**config.mk**
```make
export PLATFORM = sky130hd
export DESIGN_NAME = systolic_skew_feeder_flat
export DESIGN_NICKNAME = d
export VERILOG_FILES = /design/src/rtl/systolic_skew_feeder_if.sv /design/src/rtl/systolic_skew_feeder.sv /design/src/flat_wrapper.sv
export SDC_FILE = /design/constraint.sdc
export NUM_CORES = 1
export LEC_CHECK = 0
export BUFFER_PORTS_ARGS = -buffer_cell sky130_fd_sc_hd__buf_2
export CAP_MARGIN = 20
export CORE_MARGIN = 1.5
export CORE_UTILIZATION = 60
export DETAILED_ROUTE_END_ITERATION = 10
export PLACE_DENSITY_LB_ADDON = 0.25
export SLEW_MARGIN = 20
export SYNTH_ARGS = -nofsm -noshare
export SYNTH_HDL_FRONTEND = slang
export SYNTH_SLANG_ARGS = --single-unit
```
**constraint.sdc**
```tcl
create_clock -name clk -period 21.8 [get_ports clk]
set_input_delay 0 -clock clk [delete_from_list [all_inputs] [get_ports clk]]
set_output_delay 0 -clock clk [all_outputs]
set_load 0.03 [all_outputs]
```
**src/rtl/systolic_skew_feeder_if.sv**
```systemverilog
// Operand/handshake bundle between tile loader, skew feeder and PE array.
// The slave modport is the feeder's view; master is the loader/array side.
interface systolic_skew_feeder_if #(
  parameter int DATA_WIDTH = 16,
  parameter int N          = 5
);
  logic                    tile_start;
  logic [2:0]              k_len;
  logic                    in_valid;
  logic                    in_ready;
  logic [N*DATA_WIDTH-1:0] in_a;
  logic [N*DATA_WIDTH-1:0] in_b;
  logic [N*DATA_WIDTH-1:0] cur_a;
  logic [N*DATA_WIDTH-1:0] cur_b;
  logic [2:0]              filter_size;
  logic                    arr_start;
  logic                    arr_done;
  logic                    tile_done;

  modport slave (
    input  tile_start, k_len, in_valid, in_a, in_b, arr_done,
    output in_ready, cur_a, cur_b, filter_size, arr_start, tile_done
  );

  modport master (
    output tile_start, k_len, in_valid, in_a, in_b, arr_done,
    input  in_ready, cur_a, cur_b, filter_size, arr_start, tile_done
  );
endinterface

```
**src/rtl/systolic_skew_feeder.sv**
```systemverilog
// Buffers one tile of A columns / B rows and streams them diagonally skewed into the PE array.
// Optional FEEDER_STALL_CNT_EN adds a saturating stall_cnt output.
module systolic_skew_feeder #(
  parameter int DATA_WIDTH = 16,
  parameter int N          = 5,
  parameter int MAX_K      = 7
) (
  input  logic clk,
  input  logic reset,
`ifdef FEEDER_STALL_CNT_EN
  output logic [15:0] stall_cnt,
`endif
  systolic_skew_feeder_if.slave bus
);

  localparam int CW  = $clog2(MAX_K + 2*N);
  localparam int CW1 = CW + 1;
  localparam int KW  = (MAX_K > 1) ? $clog2(MAX_K) : 1;

  typedef enum logic [1:0] {
    IDLE   = 2'd0,
    LOAD   = 2'd1,
    STREAM = 2'd2,
    WAIT   = 2'd3
  } state_t;

  state_t          state_r, state_s;
  logic [CW-1:0]   wptr_r, wptr_s;
  logic [CW-1:0]   t_r, t_s;
  logic [2:0]      filter_r, filter_s;
  logic            in_ready_r, in_ready_s;
  logic            arr_start_r, arr_start_s;
  logic            tile_done_r, tile_done_s;
  logic            xfer_s;
  logic [3:0]      k_wide_s;
  logic [2:0]      k_eff_s;
  logic [CW-1:0]   k_last_s;
  logic [CW-1:0]   t_last_s;

  logic [DATA_WIDTH-1:0] a_buf_r [MAX_K][N];
  logic [DATA_WIDTH-1:0] b_buf_r [MAX_K][N];
  logic [DATA_WIDTH-1:0] a_lane_s [N];
  logic [DATA_WIDTH-1:0] b_lane_s [N];
  logic [DATA_WIDTH-1:0] a_lane_r [N];
  logic [DATA_WIDTH-1:0] b_lane_r [N];

  assign xfer_s   = (state_r == LOAD) && in_ready_r && bus.in_valid;
  assign k_last_s = CW'(filter_r) - CW'(1);
  assign t_last_s = CW'(filter_r) + CW'(N - 2);

  // k_len of 0 means one vector; anything beyond the buffer depth is clamped
  always_comb begin
    k_wide_s = {1'b0, bus.k_len};
    if (k_wide_s == 4'd0) begin
      k_eff_s = 3'd1;
    end else if (k_wide_s > 4'(MAX_K)) begin
      k_eff_s = 3'(MAX_K);
    end else begin
      k_eff_s = k_wide_s[2:0];
    end
  end

  // Next-state and next-output logic
  always_comb begin
    state_s     = state_r;
    wptr_s      = wptr_r;
    t_s         = t_r;
    filter_s    = filter_r;
    tile_done_s = 1'b0;
    case (state_r)
      IDLE: begin
        if (bus.tile_start) begin
          filter_s = k_eff_s;
          wptr_s   = '0;
          state_s  = LOAD;
        end else begin
          state_s = IDLE;
        end
      end
      LOAD: begin
        if (xfer_s) begin
          wptr_s = wptr_r + CW'(1);
          if (wptr_r == k_last_s) begin
            t_s     = '0;
            state_s = STREAM;
          end else begin
            state_s = LOAD;
          end
        end else begin
          state_s = LOAD;
        end
      end
      STREAM: begin
        if (t_r == t_last_s) begin
          t_s     = '0;
          state_s = WAIT;
        end else begin
          t_s = t_r + CW'(1);
        end
      end
      WAIT: begin
        if (bus.arr_done) begin
          tile_done_s = 1'b1;
          state_s     = IDLE;
        end else begin
          state_s = WAIT;
        end
      end
      default: begin
        state_s = IDLE;
      end
    endcase
    in_ready_s  = (state_s == LOAD);
    arr_start_s = (state_s == STREAM) || (state_s == WAIT);
  end

  // Control registers
  always_ff @(posedge clk) begin
    if (!reset) begin
      state_r     <= IDLE;
      wptr_r      <= '0;
      t_r         <= '0;
      filter_r    <= 3'd0;
      in_ready_r  <= 1'b0;
      arr_start_r <= 1'b0;
      tile_done_r <= 1'b0;
    end else begin
      state_r     <= state_s;
      wptr_r      <= wptr_s;
      t_r         <= t_s;
      filter_r    <= filter_s;
      in_ready_r  <= in_ready_s;
      arr_start_r <= arr_start_s;
      tile_done_r <= tile_done_s;
    end
  end

  // Tile buffer: contents are don't-care after reset, so it carries no reset
  always_ff @(posedge clk) begin
    if (xfer_s) begin
      for (int i = 0; i < N; i++) begin
        a_buf_r[wptr_r[KW-1:0]][i] <= bus.in_a[i*DATA_WIDTH +: DATA_WIDTH];
        b_buf_r[wptr_r[KW-1:0]][i] <= bus.in_b[i*DATA_WIDTH +: DATA_WIDTH];
      end
    end
  end

  // Lane i shows vector t-i; the borrow bit of the widened subtraction flags t < i
  for (genvar i = 0; i < N; i++) begin : g_lane
    logic [CW1-1:0] rel_s;
    logic           hit_s;
    assign rel_s = {1'b0, t_r} - CW1'(i);
    assign hit_s = (state_r == STREAM) && !rel_s[CW] && (rel_s[CW-1:0] < CW'(filter_r));
    assign a_lane_s[i] = hit_s ? a_buf_r[rel_s[KW-1:0]][i] : '0;
    assign b_lane_s[i] = hit_s ? b_buf_r[rel_s[KW-1:0]][i] : '0;
    assign bus.cur_a[i*DATA_WIDTH +: DATA_WIDTH] = a_lane_r[i];
    assign bus.cur_b[i*DATA_WIDTH +: DATA_WIDTH] = b_lane_r[i];
  end

  // Registered skewed lanes
  always_ff @(posedge clk) begin
    if (!reset) begin
      for (int i = 0; i < N; i++) begin
        a_lane_r[i] <= '0;
        b_lane_r[i] <= '0;
      end
    end else begin
      for (int i = 0; i < N; i++) begin
        a_lane_r[i] <= a_lane_s[i];
        b_lane_r[i] <= b_lane_s[i];
      end
    end
  end

  assign bus.in_ready    = in_ready_r;
  assign bus.arr_start   = arr_start_r;
  assign bus.tile_done   = tile_done_r;
  assign bus.filter_size = filter_r;

`ifdef FEEDER_STALL_CNT_EN
  logic [15:0] stall_cnt_r;

  // Saturating count of offered-but-refused cycles, restarted per tile
  always_ff @(posedge clk) begin
    if (!reset) begin
      stall_cnt_r <= 16'd0;
    end else if ((state_r == IDLE) && bus.tile_start) begin
      stall_cnt_r <= 16'd0;
    end else if (bus.in_valid && !in_ready_r && (stall_cnt_r != 16'hFFFF)) begin
      stall_cnt_r <= stall_cnt_r + 16'd1;
    end
  end

  assign stall_cnt = stall_cnt_r;
`endif

endmodule

```
**src/flat_wrapper.sv**
```systemverilog
// flat-port wrapper written by rule: the top's interface ports become plain ports
module systolic_skew_feeder_flat 
#(
  parameter int DATA_WIDTH = 16,
  parameter int N          = 5,
  parameter int MAX_K      = 7
)
  (clk, reset, bus_tile_start, bus_k_len, bus_in_valid, bus_in_a, bus_in_b, bus_arr_done, bus_in_ready, bus_cur_a, bus_cur_b, bus_filter_size, bus_arr_start, bus_tile_done);
  systolic_skew_feeder_if #(.DATA_WIDTH(DATA_WIDTH), .N(N)) bus_i ();
  input  logic clk;
  input  logic reset;
  input wire logic [$bits(bus_i.tile_start)-1:0] bus_tile_start;
  input wire logic [$bits(bus_i.k_len)-1:0] bus_k_len;
  input wire logic [$bits(bus_i.in_valid)-1:0] bus_in_valid;
  input wire logic [$bits(bus_i.in_a)-1:0] bus_in_a;
  input wire logic [$bits(bus_i.in_b)-1:0] bus_in_b;
  input wire logic [$bits(bus_i.arr_done)-1:0] bus_arr_done;
  output wire logic [$bits(bus_i.in_ready)-1:0] bus_in_ready;
  output wire logic [$bits(bus_i.cur_a)-1:0] bus_cur_a;
  output wire logic [$bits(bus_i.cur_b)-1:0] bus_cur_b;
  output wire logic [$bits(bus_i.filter_size)-1:0] bus_filter_size;
  output wire logic [$bits(bus_i.arr_start)-1:0] bus_arr_start;
  output wire logic [$bits(bus_i.tile_done)-1:0] bus_tile_done;
  assign bus_i.tile_start = bus_tile_start;
  assign bus_i.k_len = bus_k_len;
  assign bus_i.in_valid = bus_in_valid;
  assign bus_i.in_a = bus_in_a;
  assign bus_i.in_b = bus_in_b;
  assign bus_i.arr_done = bus_arr_done;
  assign bus_in_ready = bus_i.in_ready;
  assign bus_cur_a = bus_i.cur_a;
  assign bus_cur_b = bus_i.cur_b;
  assign bus_filter_size = bus_i.filter_size;
  assign bus_arr_start = bus_i.arr_start;
  assign bus_tile_done = bus_i.tile_done;
  systolic_skew_feeder #(.DATA_WIDTH(DATA_WIDTH), .N(N), .MAX_K(MAX_K)) u_core (.clk(clk), .reset(reset), .bus(bus_i));
endmodule
```
==> impl_metrics.json <==
{
  "status": "finished clean",
  "intPower_mw": 4.002,
  "first_iter_violations": 1985,
  "start_util_pct": 60.35,
  "routedWlPerCell_um": 23.08,
  "cts_hold_buf": 171,
  "syn_nets": 2768,
  "slew_viol_final": 0,
  "syn_avg_cell_area_um2": 18.46,
  "worstSetupPathType": "reg2reg",
  "track_usage_pct": 24.81,
  "wirelength_um": 98680,
  "pwr-share-seq_pct": 54.4,
  "max_slew_margin_pct": 25.99,
  "cts.sink_count": 1300,
  "grt_max_degree": 127,
  "synthMuxAreaShare_pct": 11.69,
  "final_antenna_net_count": 0,
  "ioPinCount": 334,
  "power_frac_comb_pct": 1.7,
  "core_mm2": 0.07874,
  "tightest_slew_ns": 1.110,
  "pwr-share-clk_pct": 43.8,
  "cp-start-kind": "register",
  "max-cap-violations": 0,
  "die_height_um": 284.4,
  "synth_cell_types": 49,
  "synth-simple-area-share_pct": 3.389,
  "synthArstFlopShare_pct": 0,
  "endpoint_kind": "register",
  "synth_common_cells": "1120 x edfxtp_1, 234 x nor2_1, 195 x mux2i_1",
  "yosysWarnings": 0,
  "row_count": 103,
  "viasPerCell": 5.794,
  "yosys.area.top_type": "edfxtp_1",
  "first_pass_iters": 5,
  "nNetsFinal": 3302,
  "register_area_mm2": 0.03725,
  "synth_xor_area_share_pct": 0.3370,
  "syn_area_mm2": 0.04752,
  "max_stage_delay_ns": 0.95,
  "cp_slowest_cell": "dfxtp_4",
  "dr_total_vias": 24770,
  "synth-seq-cells": 1300,
  "overflow": 0,
  "ys_seq_area_share_pct": 78.35,
  "synth_edf_count": 1120,
  "dieArea_mm2": 0.08090,
  "multi_input_area_mm2": 0.009719,
  "swShare_pct": 19.47,
  "cp.buffers_inverters": 2,
  "switching_power_mw": 0.9677,
  "worstPathMaxFanout": 65,
  "ys.flop_type": "edfxtp_1",
  "crit_family": "simple AND/OR/NAND/NOR gates",
  "fin_crit_ns": 5.009,
  "path_cells": "inv_1 > ha_4 > inv_4 > ha_1 > nor2b_1 > o21ai_0 > nor4b_1 > nand3_2 > nor2_1",
  "dp_hpwl_um": 51320,
  "cts_made_buffers": 131,
  "syn2layout_area_growth_pct": 18.47,
  "post-cts-setup-buffers": 0,
  "nFillCells": 4868,
  "totalPowerFinal_mw": 4.970,
  "synthAdderAreaFrac_pct": 0.6846,
  "clkLatencyLatePin_ns": 0.72,
  "rsz0062_at_grt": "no",
  "gp_congestion": 0.7960,
  "min_period_over_period_pct": 22.98,
  "finalSetupViolCount": 0,
  "p_leak_nw": 18.68,
  "required_ns": 22.40,
  "synth_top_area_share_pct": 70.77,
  "fin_setup_tns_ns": 0,
  "fin_skew_ns": 0.02778,
  "p_per_area_mw_per_mm2": 88.28,
  "synth_top_family_by_area": "multiplexers",
  "crit_arrival_ns": 5.61,
  "grt_pass1_vias": 25920,
  "hold_class": "in2reg",
  "die_x_um": 284.4,
  "report.final.hold_viol_count": 0,
  "fmax_ghz": 0.1996,
  "grt_pass1_wl_um": 151800,
  "clk_path_buf_depth": 3,
  "drcViolationCount": 0,
  "cts_tree": "built",
  "synth_compound_area_share_pct": 4.152,
  "layout-drive-gt1-share_pct": 23.31,
  "cts_max_level": 4,
  "synth_cells": 2574,
  "ir_drop_v": 0.00007025,
  "antenna_found_initial": 13,
  "cts_root_buf": "clkbuf_16",
  "clk_pin_slew_ns": 0.06,
  "post_cts_resized": 0,
  "port-buffer-count": 333,
  "yosysMostFrequentCell": "edfxtp_1",
  "synth.top_cells.by_area": "edfxtp_1 71%, dfxtp_1 7.6%, mux4_2 7.6%"
}
layer usage:
metal | vias to the layer above | GRT usage [%] | share of wire (%)
li1 | 11150 | - | -
met1 | 12640 | 33.32 | 40
met2 | 834 | 41.51 | 51
met3 | 142 | 4.920 | 6.5
met4 | 12 | 7.580 | 2.1
met5 | - | 0 | 0.072
path summary, 6_finish.rpt:
path                         startpoint                      to  slack, ns  depth (start not counted)
hold / removal             bus_in_a[71]    u_core.a_buf_r[6][7]       0.07                          2
setup / recovery          u_core.t_r[0]  u_core.a_lane_r[0][19]      16.79                          9
setup reg to reg          u_core.t_r[0]  u_core.a_lane_r[0][19]      16.79                          9
hold reg to reg   u_core.a_buf_r[6][16]  u_core.a_lane_r[0][48]       0.54                          2
registers in the layout, summed over array words and instances (netlist names), named ones only:
signal,flops
u_core.a_buf_r,560
u_core.a_lane_r,80
u_core.bus.filter_size,3
u_core.state_r,1
u_core.b_lane_r,80
u_core.b_buf_r,560
u_core.bus.arr_start,1
u_core.bus.in_ready,1
u_core.bus.tile_done,1
u_core.wptr_r,5
u_core.t_r,5
through the flow:
stage | std cells | worst slack [ns] | utilization (%) | hold slack [ns] | cell area [µm²]
5_1_grt | 4274 | 16.42 | 71.49 | 0.05886 | 56300
3_5_place_dp | 3854 | 16.75 | 63.92 | 0.2527 | 50330
3_3_place_gp | 3854 | 16.58 | 63.91 | 0.2440 | 50330
6_report | 4275 | 16.79 | 71.50 | 0.06831 | 56300
2_1_floorplan | 2574 | 4.619 | - | 0.09887 | 47520
4_1_cts | 4268 | 16.71 | 71.47 | 0.01814 | 56280
power by group through the flow:
| stage | sequential (mW) | combinational [mW] | clock, mW |
|---|---|---|---|
| 2_1_floorplan | 2.76 | 0.0133 | 0 |
| 3_3_place_gp | 2.76 | 0.0527 | 0 |
| 3_5_place_dp | 2.76 | 0.0573 | 0 |
| 4_1_cts | 2.71 | 0.0845 | 2.21 |
| 5_1_grt | 2.70 | 0.0924 | 2.31 |
| 6_report | 2.71 | 0.0849 | 2.18 |
logic make-up after synthesis:
| family | after synthesis |
|---|---|
| fa+ha+maj | 26 |
| xor+xnor | 15 |
| mux | 355 |
| buf+inv | 160 |
| simple gates | 398 |
| flops | 1300 |
| compound gates | 320 |
final cells by class:
class / count / share of cell area, %
diodes: 7 / 0.03111
clock buffers: 188 / 6.470
clock inverters: 55 / 1.060
inverters: 17 / 0.1178
multi-input cells: 1114 / 17.26
flip-flops and latches: 1300 / 66.17
well taps: 1050 / 2.334
repair buffers: 544 / 6.556
cell usage in the layout, fill, tap and decap left out, types with 7 or more instances in the layout:
cell type / count
ha_1: 24
diode_2: 7
mux4_2: 160
bufinv_16: 7
mux2i_1: 195
clkinv_1: 15
o21ai_0: 37
edfxtp_1: 1120
a211oi_1: 95
buf_4: 39
buf_2: 333
xnor2_1: 8
inv_1: 15
clkbuf_1: 42
dfxtp_1: 174
nand2_1: 122
dlygate4sd3_1: 171
clkbuf_8: 15
clkinv_2: 17
clkbuf_16: 131
a21oi_1: 133
nor2_1: 232
o21ai_1: 10
o211ai_1: 33
worst register-to-register path: cells and delay by family, from the launching register on:
| kind | cells | cell delay, ns |
|---|---|---|
| buffers and inverters | 2 | 0.76 |
| AND/OR/NAND/NOR | 4 | 1.65 |
| adder cells (fa/ha/maj) | 2 | 1.35 |
| flip-flops | 1 | 0.95 |
| AO/OA/AOI/OAI | 1 | 0.17 |
Note: power is estimated with default switching activity, not from simulation.
